===== config.mk =====
export PLATFORM = sky130hd
export DESIGN_NAME = fetch_unit_flat
export DESIGN_NICKNAME = d
export VERILOG_FILES = /design/src/rtl/fetch_unit_if.sv /design/src/rtl/fetch_unit.sv /design/src/flat_wrapper.sv
export SDC_FILE = /design/constraint.sdc
export NUM_CORES = 1
export LEC_CHECK = 0
export CAP_MARGIN = 10
export CORE_UTILIZATION = 50
export DETAILED_ROUTE_END_ITERATION = 7
export PLACE_DENSITY = 0.86
export SYNTH_ARGS = -nofsm -noshare
export SYNTH_HDL_FRONTEND = slang
export SYNTH_SLANG_ARGS = --single-unit
export TNS_END_PERCENT = 20

===== constraint.sdc =====
create_clock -name clk -period 3.7 [get_ports clk]
set_input_delay 1.11 -clock clk [delete_from_list [all_inputs] [get_ports clk]]
set_output_delay 1.11 -clock clk [all_outputs]
set_load 0.1 [all_outputs]

===== src/rtl/fetch_unit_if.sv =====
// fetch_unit_if: instruction-memory read bus plus the run/done issue
// handshake between the fetch unit (master) and its memory/control-unit
// responders (slave).
interface fetch_unit_if #(
  parameter int ADDR_W = 8
);
  logic              mem_rd;
  logic [ADDR_W-1:0] mem_addr;
  logic [15:0]       mem_rdata;
  logic [15:0]       instr;
  logic              run;
  logic              done;

  modport master (
    output mem_rd,
    output mem_addr,
    output instr,
    output run,
    input  mem_rdata,
    input  done
  );

  modport slave (
    input  mem_rd,
    input  mem_addr,
    input  instr,
    input  run,
    output mem_rdata,
    output done
  );
endinterface


===== src/rtl/fetch_unit.sv =====
// fetch_unit: instruction fetch/issue sequencer. Reads 16-bit instructions
// from a synchronous memory (data one cycle after the read strobe), holds
// run high while the control unit executes, retires on done and advances pc.
// Optional feature macro: FETCH_HALT_EN -- when defined, the word 16'h0002
// seen in LATCH halts the unit instead of being issued.
module fetch_unit #(
  parameter int ADDR_W = 8
) (
  input  logic              clk,
  input  logic              reset,
  input  logic              start,
  input  logic              stop,
  input  logic [ADDR_W-1:0] start_addr,
  fetch_unit_if.master      bus,
  output logic              busy,
  output logic              halted,
  output logic [ADDR_W-1:0] pc,
  output logic [15:0]       inst_count
);

  typedef enum logic [1:0] {IDLE, FETCH, LATCH, ISSUE} state_t;

  localparam logic [ADDR_W-1:0] PC_ONE = {{(ADDR_W-1){1'b0}}, 1'b1};

  state_t            state;
  logic [ADDR_W-1:0] pc_q;
  logic [15:0]       instr_q;
  logic [15:0]       count_q;
  logic              run_q;
  logic              mem_rd_q;
  logic              busy_q;
  logic              stop_pend;
  logic              stop_req;
`ifdef FETCH_HALT_EN
  logic              halted_q;
`endif

  // Retired-instruction counter sticks at all-ones instead of wrapping.
  function automatic logic [15:0] sat_inc16(input logic [15:0] v);
    return (v == 16'hFFFF) ? v : v + 16'd1;
  endfunction

  // A stop seen this cycle counts the same as one already pending.
  assign stop_req = stop | stop_pend;

  // Sequencer FSM; run/mem_rd/busy are registered alongside the state so
  // they change only on clock edges.
  always_ff @(posedge clk) begin
    if (reset) begin
      state     <= IDLE;
      pc_q      <= '0;
      instr_q   <= 16'h0000;
      count_q   <= 16'h0000;
      run_q     <= 1'b0;
      mem_rd_q  <= 1'b0;
      busy_q    <= 1'b0;
      stop_pend <= 1'b0;
`ifdef FETCH_HALT_EN
      halted_q  <= 1'b0;
`endif
    end else begin
      if (stop && state != IDLE) stop_pend <= 1'b1;
      case (state)
        IDLE: begin
          if (start && !stop) begin
            pc_q     <= start_addr;
            count_q  <= 16'h0000;
`ifdef FETCH_HALT_EN
            halted_q <= 1'b0;
`endif
            mem_rd_q <= 1'b1;
            busy_q   <= 1'b1;
            state    <= FETCH;
          end
        end
        FETCH: begin
          mem_rd_q <= 1'b0;
          if (stop_req) begin
            busy_q    <= 1'b0;
            stop_pend <= 1'b0;
            state     <= IDLE;
          end else begin
            state <= LATCH;
          end
        end
        LATCH: begin
          if (stop_req) begin
            busy_q    <= 1'b0;
            stop_pend <= 1'b0;
            state     <= IDLE;
          end else begin
            instr_q <= bus.mem_rdata;
`ifdef FETCH_HALT_EN
            if (bus.mem_rdata == 16'h0002) begin
              // Reserved format-2 word: stop here, pc keeps the halt address.
              halted_q <= 1'b1;
              busy_q   <= 1'b0;
              state    <= IDLE;
            end else begin
              run_q <= 1'b1;
              state <= ISSUE;
            end
`else
            run_q <= 1'b1;
            state <= ISSUE;
`endif
          end
        end
        ISSUE: begin
          // run stays high until the control unit reports done.
          if (bus.done) begin
            run_q   <= 1'b0;
            pc_q    <= pc_q + PC_ONE;
            count_q <= sat_inc16(count_q);
            if (stop_req) begin
              busy_q    <= 1'b0;
              stop_pend <= 1'b0;
              state     <= IDLE;
            end else begin
              mem_rd_q <= 1'b1;
              state    <= FETCH;
            end
          end
        end
        default: state <= IDLE;
      endcase
    end
  end

  assign bus.mem_rd   = mem_rd_q;
  assign bus.mem_addr = pc_q;
  assign bus.instr    = instr_q;
  assign bus.run      = run_q;
  assign busy         = busy_q;
  assign pc           = pc_q;
  assign inst_count   = count_q;
`ifdef FETCH_HALT_EN
  assign halted       = halted_q;
`else
  assign halted       = 1'b0;
`endif

endmodule


===== src/flat_wrapper.sv =====
// flat-port wrapper written by rule: the top's interface ports become plain ports
module fetch_unit_flat 
#(
  parameter int ADDR_W = 8
)
  (clk, reset, start, stop, start_addr, busy, halted, pc, inst_count, bus_mem_rd, bus_mem_addr, bus_instr, bus_run, bus_mem_rdata, bus_done);
  fetch_unit_if #(.ADDR_W(ADDR_W)) bus_i ();
  input  logic clk;
  input  logic reset;
  input  logic start;
  input  logic stop;
  input  logic [ADDR_W-1:0] start_addr;
  output logic busy;
  output logic halted;
  output logic [ADDR_W-1:0] pc;
  output logic [15:0] inst_count;
  output wire logic [$bits(bus_i.mem_rd)-1:0] bus_mem_rd;
  output wire logic [$bits(bus_i.mem_addr)-1:0] bus_mem_addr;
  output wire logic [$bits(bus_i.instr)-1:0] bus_instr;
  output wire logic [$bits(bus_i.run)-1:0] bus_run;
  input wire logic [$bits(bus_i.mem_rdata)-1:0] bus_mem_rdata;
  input wire logic [$bits(bus_i.done)-1:0] bus_done;
  assign bus_mem_rd = bus_i.mem_rd;
  assign bus_mem_addr = bus_i.mem_addr;
  assign bus_instr = bus_i.instr;
  assign bus_run = bus_i.run;
  assign bus_i.mem_rdata = bus_mem_rdata;
  assign bus_i.done = bus_done;
  fetch_unit #(.ADDR_W(ADDR_W)) u_core (.clk(clk), .reset(reset), .start(start), .stop(stop), .start_addr(start_addr), .bus(bus_i), .busy(busy), .halted(halted), .pc(pc), .inst_count(inst_count));
endmodule

==> parameters.txt <==
Parameter                              Value

Clock network
  Total CTS buffers    5
  Post-CTS sizing    0
  Post-CTS repair timing setup buffer count    0
  Count of H-tree levels built during CTS    2
  Root Driver    sky130_fd_sc_hd__clkbuf_8
  Deepest clock path buffer count    2
  Clock tree from TritonCTS    done
  Number of sinks driven by the clock tree    46
  Clock-pin slew on the worst setup and hold paths    roughly 90 ps
  CTS Hold Bufs    0
  Later-pin clock latency in the skew report    approximately 300 ps

Synthesis
  Area fraction in compound gates after synthesis    roughly a quarter
  Xor and xnor fraction of the mapped netlist area    0%
  Number of warnings reported in the yosys synthesis log    0
  Mean instance size in the synthesized netlist    7.91 um^2
  Synth cell types    between 50 and 60
  Post-Synthesis Net Count    around 350
  Synthesized area    2480 um^2
  Post-synthesis simple-gate area fraction    24.6%
  Main combinational cell family by area after synthesis    compound AO/OA/AOI/OAI gates
  Count of state elements after synthesis    46
  Share of synthesized cell area in full adder, half adder and majority cells    4.03%
  Portion of the post-synthesis area used by sequential elements    approximately 37%
  Synthesized instance count    around 310
  Share of flip-flops with an asynchronous set or reset    0%
  Dominant synthesized flop cell    sky130_fd_sc_hd__dfxtp_1
  Fraction of synthesized area in multiplexers    less than 1%
  Number of enable-type register cells in the synthesized netlist    0

STA
  Final period utilization    between 70% and 80%
  Relative slew margins    between 30% and 40%
  Total setup violations reported at the end of the flow    0
  Maximum clock frequency    approximately 0.37 GHz
  Total negative slack    0 ps
  Unrepaired setup endpoints after global routing    no
  Transition at the pin with the smallest max-transition slack    approximately 900 ps
  Worst hold margin    around 460 ps
  Endpoints failing hold    0
  Setup Skew    approximately 4.6 ps
  Time the worst path needs with I/O delays and setup    approximately 2700 ps
  Number of pins with negative max-slew slack in the final report    0

Global route
  GR Layer Usage met1    between 30 and 40%
  Maximum number of pins on one net before global-route repair    30
  Total congestion overflow    0
  Initial antenna violation count    0
  Via count of the first global-routing pass    ~2200
  Wire length of the first global-routing pass    roughly 10000 um
  Met3 track utilization from global routing    ~4.2%
  Busiest grt layer    met2
  Total routing usage reported by global routing    between 20% and 30%
  Global-route met2 utilization    between 30% and 40%

Worst hold path
  Worst Hold Depth    2
  Endpoint with the worst hold slack    u_core.bus.instr[12]
  Hold crit path type    reg -> reg
  Start point of the worst min-delay path    u_core.bus.instr[12]

Worst setup path
  Required time of the worst setup path    3940 ps
  Crit Path Max Fanout    8
  CP startpoint kind    input port
  Register-to-Register Path Depth    7
  Arrival @ worst endpoint    ~3000 ps
  Kind of end point of the critical path    register
  Register-to-register path setup slack    1430 ps
  Terminus of the critical flop-to-flop path    u_core.bus.mem_addr[6]
  Worst flop-to-flop path startpoint    u_core.state[0]
  Worst setup path class    in -> reg

Placement
  Placer Congestion    approximately 0.91
  Number of port buffers    79
  Placed wire-length estimate    4610 um

Routing
  Drt first pass iters    4
  Post-DRT Antenna Nets    0
  Total wire length    around 6500 um
  Via count    2584
  Remaining design rule violation count    0
  Initial drt markers    ~200
  Vias/cell    5.78
  Detailed-route wire length per cell    14.4 um

Cells and area
  Area added between synthesis and finish    30.6%
  Leading cell type in the layout, fill and taps excluded    sky130_fd_sc_hd__buf_4
  FF/Latch Area    about 920 um^2
  # fillers    roughly 400
  Antenna Cells    0
  Share of post-route cells with drive strength above 1    18.9%
  Finished Core Util    68.3%
  Net count, final    between 400 and 500
  Area occupied by multi-input gates    approximately 1400 um^2
  Leading cell types in the layout, fill and taps excluded    sky130_fd_sc_hd__buf_4 (56), sky130_fd_sc_hd__nand2_1 (52), sky130_fd_sc_hd__dfxtp_1 (46)

Run status
  Outcome    completed

Floorplanning
  Core Footprint    roughly 4800 um^2
  Die area    around 5300 um^2
  I/O Pins    81
  Number of placement rows    25
  Die Y-Extent    between 70 and 80 um
  Die extent in x    around 72 um
  Starting utilization of the core area    between 50 and 60%

Flow run
  Max capacitance violation total    0

Power and ir drop
  Largest vdd supply drop    between 0.0002 and 0.0003 V
  PD cells    just under 400 nW/um^2
  Leak Pwr    between 0.001 and 0.0015 uW
-- worst max path at each step --
stage,end,depth (start not counted),startpoint
2_1_floorplan,u_core.inst_count[2],6,u_core.inst_count[0]
3_3_place_gp,u_core.bus.mem_addr[4],6,stop
3_5_place_dp,u_core.bus.mem_addr[6],6,stop
4_1_cts,u_core.bus.mem_addr[6],6,stop
5_1_grt,u_core.bus.mem_addr[4],6,stop
6_report,u_core.bus.mem_addr[6],6,stop
-- per-layer routing --
| metal | wire length, um | vias up |
|---|---|---|
| li1 | - | 1276 |
| met1 | 2890 | 1203 |
| met2 | 3120 | 92 |
| met3 | 322 | 13 |
| met4 | 127 | 0 |
| met5 | 0 | - |
-- power by group --
group	switching (uW)	internal [uW]	leakage (uW)	total [uW]
combinational	268	95.5	0.000826	364
sequential	21.0	513	0.000373	534
clock	170	202	0.0000514	372
-- Yosys cell counts, types with 8 or more instances --
master | instances | area (um^2)
sky130_fd_sc_hd__dfxtp_1 | 46 | 921
sky130_fd_sc_hd__nand2_1 | 52 | 195
sky130_fd_sc_hd__nor2_1 | 11 | 41.3
sky130_fd_sc_hd__o21ai_0 | 21 | 105
sky130_fd_sc_hd__nand3_1 | 8 | 40.0
sky130_fd_sc_hd__nor4_1 | 8 | 50.1
sky130_fd_sc_hd__a21oi_1 | 33 | 165
sky130_fd_sc_hd__ha_1 | 8 | 100
sky130_fd_sc_hd__clkbuf_1 | 14 | 52.6
sky130_fd_sc_hd__nor2b_1 | 8 | 50.1
sky130_fd_sc_hd__buf_4 | 9 | 67.6
sky130_fd_sc_hd__nand4_1 | 9 | 56.3
sky130_fd_sc_hd__inv_1 | 9 | 33.8
-- flip-flops by register name, summed over array words and instances, names as in the netlist --
register / count
u_core.bus.instr: 16
u_core.bus.mem_addr: 8
u_core.bus.mem_rd: 1
u_core.bus.run: 1
u_core.busy: 1
u_core.inst_count: 16
u_core.state: 2
u_core.stop_pend: 1
-- cell families (layout without fill, tap and decap cells) --
| kind of cell | count (synthesis) | in the layout |
|---|---|---|
| buffers and inverters | 35 | 101 |
| AO/OA/AOI/OAI | 101 | 101 |
| flip-flops | 46 | 46 |
| AND/OR/NAND/NOR | 121 | 121 |
| adder cells (fa/ha/maj) | 8 | 8 |
| other | 1 | 1 |
| multiplexers | 2 | 2 |
-- final cells by class --
| cell class | count | share of cell area [%] |
|---|---|---|
| Multi-Input combinational cell | 233 | 43.0 |
| Sequential cell | 46 | 28.4 |
| Timing Repair Buffer | 84 | 21.6 |
| Tap cell | 67 | 2.58 |
| Clock buffer | 6 | 2.24 |
| Clock inverter | 2 | 1.16 |
| Inverter | 9 | 1.04 |
-- metrics by stage --
stage	cells	cell area [um^2]	power [uW]	setup WS, ps
final	447	3250	1270	975
after floorplan	314	2480	823	1070
after CTS	447	3250	1280	999
after global routing	447	3250	1320	862
after global placement	439	3140	904	720
after detailed placement	439	3140	909	684
-- critical path, stage by stage --
cell	delay, ps
sky130_fd_sc_hd__clkdlybuf4s50_1	520
sky130_fd_sc_hd__nor2b_1	90
sky130_fd_sc_hd__o21ai_0	720
sky130_fd_sc_hd__buf_4	280
sky130_fd_sc_hd__o21ai_0	100
sky130_fd_sc_hd__a21oi_1	140
No activity file was read; power rests on OpenSTA's default activity.
